`config.mk`:
```
export PLATFORM = sky130hd
export DESIGN_NAME = mii_nibble_packer
export DESIGN_NICKNAME = d
export VERILOG_FILES = /design/src/rtl/mii_nibble_packer.sv
export SDC_FILE = /design/constraint.sdc
export NUM_CORES = 1
export LEC_CHECK = 0
export ABC_AREA = 0
export CORE_UTILIZATION = 65
export CTS_BUF_LIST = sky130_fd_sc_hd__clkbuf_4
export CTS_CLUSTER_DIAMETER = 40
export DETAILED_ROUTE_END_ITERATION = 8
export DONT_BUFFER_PORTS = 1
export PLACE_DENSITY_LB_ADDON = 0.08
export SLEW_MARGIN = 15
export SYNTH_ARGS = -nofsm -noshare
export SYNTH_HDL_FRONTEND = slang
export SYNTH_SLANG_ARGS = --single-unit
```
`constraint.sdc`:
```
create_clock -name clock -period 1.9 [get_ports clock]
set_input_delay 0.19 -clock clock [delete_from_list [all_inputs] [get_ports clock]]
set_output_delay 0.19 -clock clock [all_outputs]
set_load 0.05 [all_outputs]
```
`src/rtl/mii_nibble_packer.sv`:
```
// MII receive nibble packer: validates preamble/SFD, strips it and packs
// payload nibbles LSB-first into OUT_W-bit words with frame end reporting.
module mii_nibble_packer #(
  parameter int unsigned OUT_W   = 8,
  parameter int unsigned PRE_MIN = 10,
  parameter int unsigned MAX_NIB = 3036,
  parameter int unsigned LEN_W   = 12
) (
  input  logic                             clock,
  input  logic                             reset_n,
  input  logic [3:0]                       datain,
  input  logic                             ena,
  output logic [OUT_W-1:0]                 dataout,
  output logic                             dval,
  output logic [$clog2(OUT_W/4+1)-1:0]     dcnt,
  output logic                             sof,
  output logic                             eof,
  output logic [LEN_W-1:0]                 frame_len,
  output logic                             error_pzdc,
  output logic                             err_long,
  output logic                             err_align
);

  localparam int unsigned K       = OUT_W / 4;
  localparam int unsigned CW      = $clog2(K + 1);
  localparam int unsigned IW      = $clog2(K);
  localparam int unsigned NW      = $clog2(MAX_NIB + 2);
  localparam int unsigned LCW     = (NW > LEN_W) ? NW : LEN_W;
  localparam int unsigned LEN_MAX = (2 ** LEN_W) - 1;

  typedef enum logic [1:0] {StIdle, StPre, StData, StDrop} state_t;

  state_t           r_state, w_state;
  logic             r_ena;
  logic [3:0]       r_din;
  logic [3:0]       r_pre_cnt, w_pre_cnt;
  logic [IW-1:0]    r_nib_idx, w_nib_idx;
  logic [LCW-1:0]   r_len, w_len;
  logic             r_first, w_first;
  logic [OUT_W-1:0] r_acc, w_acc;

  logic [OUT_W-1:0] r_dataout, w_dataout;
  logic             r_dval, w_dval;
  logic [CW-1:0]    r_dcnt, w_dcnt;
  logic             r_sof, w_sof;
  logic             r_eof, w_eof;
  logic [LEN_W-1:0] r_frame_len, w_frame_len;
  logic             r_pzdc, w_pzdc;
  logic             r_long, w_long;
  logic             r_align, w_align;

  // Input stage: register RX_DV and the nibble before the FSM looks at them.
  always_ff @(posedge clock or negedge reset_n) begin
    if (!reset_n) begin
      r_ena <= 1'b0;
      r_din <= 4'h0;
    end else begin
      r_ena <= ena;
      r_din <= datain;
    end
  end

  // Next-state and registered-output computation from the sampled nibble.
  always_comb begin
    w_state     = r_state;
    w_pre_cnt   = r_pre_cnt;
    w_nib_idx   = r_nib_idx;
    w_len       = r_len;
    w_first     = r_first;
    w_acc       = r_acc;
    w_dataout   = '0;
    w_dval      = 1'b0;
    w_dcnt      = '0;
    w_sof       = 1'b0;
    w_eof       = 1'b0;
    w_frame_len = '0;
    w_pzdc      = 1'b0;
    w_long      = 1'b0;
    w_align     = 1'b0;
    case (r_state)
      StIdle: begin
        if (r_ena) begin
          if (r_din == 4'h5) begin
            w_state   = StPre;
            w_pre_cnt = 4'd1;
          end else begin
            w_pzdc  = 1'b1;
            w_state = StDrop;
          end
        end
      end
      StPre: begin
        if (!r_ena) begin
          w_pzdc  = 1'b1;
          w_state = StIdle;
        end else if (r_din == 4'h5) begin
          w_pre_cnt = (r_pre_cnt == 4'hf) ? 4'hf : r_pre_cnt + 1'b1;
        end else if (r_din == 4'hd && 32'(r_pre_cnt) >= PRE_MIN) begin
          w_state   = StData;
          w_nib_idx = '0;
          w_len     = '0;
          w_first   = 1'b1;
          w_acc     = '0;
        end else begin
          w_pzdc  = 1'b1;
          w_state = StDrop;
        end
      end
      StData: begin
        if (r_ena) begin
          w_len = r_len + 1'b1;
          if (r_len == LCW'(MAX_NIB)) begin
            // One nibble too many: abandon the frame silently apart from the pulse.
            w_long  = 1'b1;
            w_state = StDrop;
          end else begin
            w_acc[{r_nib_idx, 2'b00} +: 4] = r_din;
            if (r_nib_idx == IW'(K - 1)) begin
              w_dval    = 1'b1;
              w_dataout = w_acc;
              w_dcnt    = CW'(K);
              w_sof     = r_first;
              w_first   = 1'b0;
              w_nib_idx = '0;
              w_acc     = '0;
            end else begin
              w_nib_idx = r_nib_idx + 1'b1;
            end
          end
        end else begin
          w_eof       = 1'b1;
          w_frame_len = (r_len > LCW'(LEN_MAX)) ? LEN_W'(LEN_MAX) : LEN_W'(r_len);
          w_align     = r_len[0];
          // Upper nibbles of the accumulator are still zero from the last clear.
          if (r_nib_idx != '0) begin
            w_dval    = 1'b1;
            w_dataout = r_acc;
            w_dcnt    = CW'(r_nib_idx);
            w_sof     = r_first;
          end
          w_acc   = '0;
          w_state = StIdle;
        end
      end
      StDrop: begin
        if (!r_ena) begin
          w_state = StIdle;
        end
      end
      default: w_state = StIdle;
    endcase
  end

  // State, counters, accumulator and output registers.
  always_ff @(posedge clock or negedge reset_n) begin
    if (!reset_n) begin
      r_state     <= StIdle;
      r_pre_cnt   <= 4'h0;
      r_nib_idx   <= '0;
      r_len       <= '0;
      r_first     <= 1'b0;
      r_acc       <= '0;
      r_dataout   <= '0;
      r_dval      <= 1'b0;
      r_dcnt      <= '0;
      r_sof       <= 1'b0;
      r_eof       <= 1'b0;
      r_frame_len <= '0;
      r_pzdc      <= 1'b0;
      r_long      <= 1'b0;
      r_align     <= 1'b0;
    end else begin
      r_state     <= w_state;
      r_pre_cnt   <= w_pre_cnt;
      r_nib_idx   <= w_nib_idx;
      r_len       <= w_len;
      r_first     <= w_first;
      r_acc       <= w_acc;
      r_dataout   <= w_dataout;
      r_dval      <= w_dval;
      r_dcnt      <= w_dcnt;
      r_sof       <= w_sof;
      r_eof       <= w_eof;
      r_frame_len <= w_frame_len;
      r_pzdc      <= w_pzdc;
      r_long      <= w_long;
      r_align     <= w_align;
    end
  end

  assign dataout    = r_dataout;
  assign dval       = r_dval;
  assign dcnt       = r_dcnt;
  assign sof        = r_sof;
  assign eof        = r_eof;
  assign frame_len  = r_frame_len;
  assign error_pzdc = r_pzdc;
  assign err_long   = r_long;
  assign err_align  = r_align;

endmodule

```
==> Word level (Yosys, flattened, before mapping) <==
Index checks and enable logic that the tools add are counted.
W data, S select, Z words.
{ "totals": {"romBits": 0, "n_memories": 0, "ram_bits": 0, "register_bits": 61, "output_inout_bits": 28, "latchBits": 0} }
{ "op_classes": {"n_reduce_logical": 10, "bitwise_logic": 0, "shifts": 2, "n_mux": 76, "multipliers": 0, "div": 0, "eq_ne": 20, "magnitude_cmp": 2, "add_sub_neg": 4} }
{ "op_table": {"columns": ["operator", "count"], "rows": [
  ["$mux W8", 11],
  ["$mux W12", 7],
  ["$mux W1", 34],
  ["$pmux W12 S2", 1],
  ["$mux W2", 11],
  ["$mux W4", 5],
  ["$ne A2 B2 Y1 const B", 10],
  ["$pmux W8 S2", 1],
  ["$reduce_and A5 Y1", 3],
  ["$add A12 B1 Y12 const B", 1],
  ["$eq A12 B12 Y1 const B", 1],
  ["$gt A12 B12 Y1 const B", 1],
  ["$ne A3 B3 Y1 const B", 3],
  ["$bwmux W8", 1],
  ["$eq A4 B4 Y1 const B", 2],
  ["$pmux W2 S4", 1],
  ["$pmux W4 S2", 1],
  ["$shift A4 B5 Y8 const A", 1],
  ["$shiftx A4 B5 Y8", 1],
  ["$reduce_and A7 Y1", 1],
  ["$pmux W1 S2", 3],
  ["$reduce_and A6 Y1", 1],
  ["$neg A3 Y5", 1],
  ["$add A4 B1 Y4 const B", 1],
  ["9 further kinds", 11]
]} }

==> Logic depth before layout (Yosys ltp) <==
{ "depth": {"word_depth": 7, "depth_mapped": 7, "depth_no_buf": 6} }

==> Worst setup path before layout <==
OpenSTA, ideal clock, no wires.
{ "synth_timing": {"path_kind": "register to register", "start": "reg r_pre_cnt[0]", "end": "reg r_nib_idx", "t_required_ns": 1.776, "n_path_buf": 1, "stages_incl_launch_ff": 8, "period_less_slack_ns": 1.605, "setup_slack_ns": 0.295, "setup_ns": 0.124, "t_arrival_ns": 1.481, "cell_sequence": "dfrtp_1 > inv_1 > ha_1 > o31ai_1 > nor4_2 > buf_4 > nor2_4 > a211o_1"} }
{ "synth_via": {"elab_chain_len": 4} }
{ "synth_lines": {"columns": ["element", "line_no", "text"], "rows": [
  ["start, declared", "36", "logic [3:0] r_pre_cnt, w_pre_cnt;"],
  ["start signal, assigned", "174", "r_pre_cnt <= w_pre_cnt;"],
  ["$ge A4 B4 Y1", "98", "end else if (r_din == 4'hd && 32'(r_pre_cnt) >= PRE_MIN) begin"],
  ["$logic_and A1 B1 Y1", "98", null],
  ["$ne A2 B2 Y1 (no line)", null, null],
  ["$reduce_and A6 Y1 (no line)", null, null],
  ["end signal, assigned", "175", "r_nib_idx <= w_nib_idx;"],
  ["end, declared", "37", "logic [IW-1:0] r_nib_idx, w_nib_idx;"]
]} }
Every way passes these cells.
A chain may end at the register's enable or synchronous reset.

==> Final worst setup path <==
{ "layout_timing": {"start": "reg r_len[1]", "end": "reg r_acc[0]"} }
{ "layout_via": {"elab_chain_len": 3} }
{ "layout_lines": {"columns": ["element", "line_no", "text"], "rows": [
  ["start, declared", "38", "logic [LCW-1:0] r_len, w_len;"],
  ["start signal, assigned", "176", "r_len <= w_len;"],
  ["$eq A12 B12 Y1", "112", "if (r_len == LCW'(MAX_NIB)) begin"],
  ["$ne A3 B3 Y1 (no line)", null, null],
  ["$reduce_and A5 Y1 (no line)", null, null],
  ["end signal, assigned", "178", "r_acc <= w_acc;"],
  ["end, declared", "40", "logic [OUT_W-1:0] r_acc, w_acc;"]
]} }
Every way passes these cells.

==> flow_metrics.env <==
export IMPL_port_buffers=0
export IMPL_viasPerCell=6.018
export IMPL_cts_max_path_buffers=2
export IMPL_outcome="completed"
export IMPL_critPathBufInv=1
export IMPL_std_cell_rows=22
export IMPL_utilization=0.7584
export IMPL_ys_seq_area_frac=0.6094
export IMPL_n_antenna_cell=0
export IMPL_die_y_um=63.57
export IMPL_max_freq_mhz=569.6
export IMPL_htreeDepth=3
export IMPL_async_reset_ff_frac=1.000
export IMPL_cap_violations=0
export IMPL_reg2reg_slack_ps=140
export IMPL_totalNegativeSetupSlack_ps=0
export IMPL_worst_pin_slew_ps=509.7
export IMPL_dp_cells=262
export IMPL_die_w_um=63.57
export IMPL_clk_latency_ps=400
export IMPL_gp_congestion=0.8636
export IMPL_worstPathRequired_ps=2240
export IMPL_p_leak_nw=1.327
export IMPL_crit_arrival_ps=2090
export IMPL_dr_pass1_iters=5
export IMPL_dp_hpwl_um=3427
export IMPL_numCtsBuffers=9
export IMPL_slew_headroom=0.6604
export IMPL_period_minus_slack_ps=1756
export IMPL_grt_usage=0.2998
export IMPL_ys_seq_elements=60
export IMPL_root_buffer="clkbuf_4"
export IMPL_critPathMaxFanout=8
export IMPL_vias=1715
export IMPL_grt_ovfl_total=0
export IMPL_multi_input_area_um2=884.6
export IMPL_cts_num_sinks=60
export IMPL_seqCellArea_um2=1503
export IMPL_rsz0062_at_grt="false"
export IMPL_finalHoldViolCount=0
export IMPL_finClkSkew_ps=16.00
export IMPL_ir_worst_vdd_mv=0.6656
export IMPL_finalNetCount=245
export IMPL_hold_class="in2async"
export IMPL_grt_max_degree=61
export IMPL_cts_tree="built"
export IMPL_crit_chain="inv_1 > ha_1 > and4bb_2 > nand3_2 > nor2b_1 > a22o_1"
export IMPL_drc_errors=0
export IMPL_r2r_start="r_len[1]$_DFFE_PN0P_"
export IMPL_fillers=245
export IMPL_startpoint_type="flop"
export IMPL_grt_antenna_before_repair=0
export IMPL_io_pins=35
export IMPL_wire_per_inst_um=18.55
export IMPL_slowest_stage="dfrtp_1"
export IMPL_grt_pass1_wl_um=8728
export IMPL_netlist_instances=213
export IMPL_first_global_vias=1741
export IMPL_slowest_delay_ps=420
export IMPL_clk_pin_slew_ps=100
export IMPL_finalNonFillerCells=285
export IMPL_crit_start="r_len[1]$_DFFE_PN0P_"
export IMPL_area_growth_pct=12.70
export IMPL_synth_nets=224
export IMPL_yosysWarnings=0
export IMPL_cp_top_family="simple AND/OR/NAND/NOR gates"
export IMPL_finalCritPeriodShare=0.9241
export IMPL_critPathCaptureType="flop"
export IMPL_finalWirelength_um=5286
export IMPL_drt_iter0_markers=173
export IMPL_synth_edf_count=0
export IMPL_core_um2=3661
export IMPL_powerDensity_nw_per_um2=974.5
export IMPL_setup_worst_path_class="reg2reg"
export IMPL_yosys_most_used_dff="dfrtp_1"
export IMPL_ant_nets=0
export IMPL_syn_area_per_cell_um2=11.57
export IMPL_syn_area_um2=2464
export IMPL_drive_gt1_frac=0.1435
export IMPL_yosysUniqueCellTypes=45
export IMPL_die_area_um2=4041
export IMPL_setup_violations=0
export IMPL_initial_core_util=0.6729
export IMPL_drv_slew=0
## synthesized netlist by cell type, types with 5 or more instances
master	n	share of area
and3_1	12	0.030
nand3_1	5	0.010
nor2_1	16	0.024
nand4_1	6	0.015
nand2_1	12	0.018
dfrtp_1	60	0.61
a22o_1	6	0.021
nor2b_1	5	0.013
xnor2_1	5	0.018
o21ai_0	6	0.012
and2_1	9	0.023
nor3_1	7	0.014
inv_1	9	0.014
## state kept, by name, indices dropped and copies added, names as in the netlist, 2 cells and up
name	cells
frame_len	12
r_len	12
dataout	8
r_acc	8
r_din	4
r_pre_cnt	4
dcnt	2
r_state	2
## through the flow
stage               hold WS [ps]  setup slack [ps]  area, um^2  power (mW)
floorplan                 -105.6             294.8        2464       1.757
global placement          -104.5             179.0        2550       1.841
detailed placement        -104.5             45.77        2550       1.859
CTS                        330.3             9.772        2755       2.685
global route               324.4             20.72        2776       2.829
finish                     312.2             144.2        2776       2.706
## repair_timing
action / CTS / global route
buffers inserted: 0 / 2
gates resized for setup: 0 / 2
hold endpoints to repair: 65 / 0
hold buffers: 7 / 0
endpoints found under the setup margin: 0 / 9
## worst paths after layout
path	to	depth (start not counted)
min reg2reg	r_acc[7]$_DFFE_PN0P_	1
max	r_acc[0]$_DFFE_PN0P_	6
max in group asynchronous	r_pre_cnt[0]$_DFFE_PN0P_	2
min in group clock	r_ena$_DFF_PN0_	1
max reg2reg	r_acc[0]$_DFFE_PN0P_	6
min	r_acc[2]$_DFFE_PN0P_	2
## layout by cell type, fill, tap and decap left out, types with 2 or more instances in the layout
cell type	count
clkbuf_4	10
dlygate4sd3_1	6
xor2_1	2
nand3b_1	2
nand4_1	6
o21ai_0	6
nor3_1	7
inv_1	9
nor2_1	16
dfrtp_1	59
o31ai_1	3
a21oi_1	3
nor2b_1	5
a22o_1	6
nand2b_1	3
clkinv_1	2
nor4_1	4
and2_1	9
and3_1	12
a31oi_1	4
ha_1	4
buf_4	12
nand3_1	5
nand2_1	12
xnor2_1	5
## layer usage
metal	routed length, um	GRT usage	vias to the layer above
met5	0	0	-
met4	86	0.1364	0
met3	366	0.06522	9
met2	2446	0.4362	80
met1	2387	0.4309	839
li1	-	-	787
## report_power, final
| group | internal, mW | switching, mW |
|---|---|---|
| logic | 0.133 | 0.195 |
| registers | 1.38 | 0.185 |
| clock network | 0.392 | 0.425 |
## kinds of logic (layout without fill, tap and decap cells)
family                   Yosys count  in the layout  synth area share
AO/OA/AOI/OAI                     32             32           0.09549
buffers and inverters             18             42           0.03352
flip-flops                        60             60            0.6094
XOR/XNOR                           7              7           0.02489
multiplexers                       2              2          0.008634
AND/OR/NAND/NOR                   90             90            0.2077
adder cells (fa/ha/maj)            4              4           0.02032
## final cells by class
cell class	instances	area share
multi-input cells	135	0.3186
well taps	48	0.02163
inverters	9	0.01217
flip-flops and latches	60	0.5412
repair buffers	19	0.06399
clock buffers	10	0.02704
clock inverters	4	0.01532
Power figures use the tool's default switching activity.
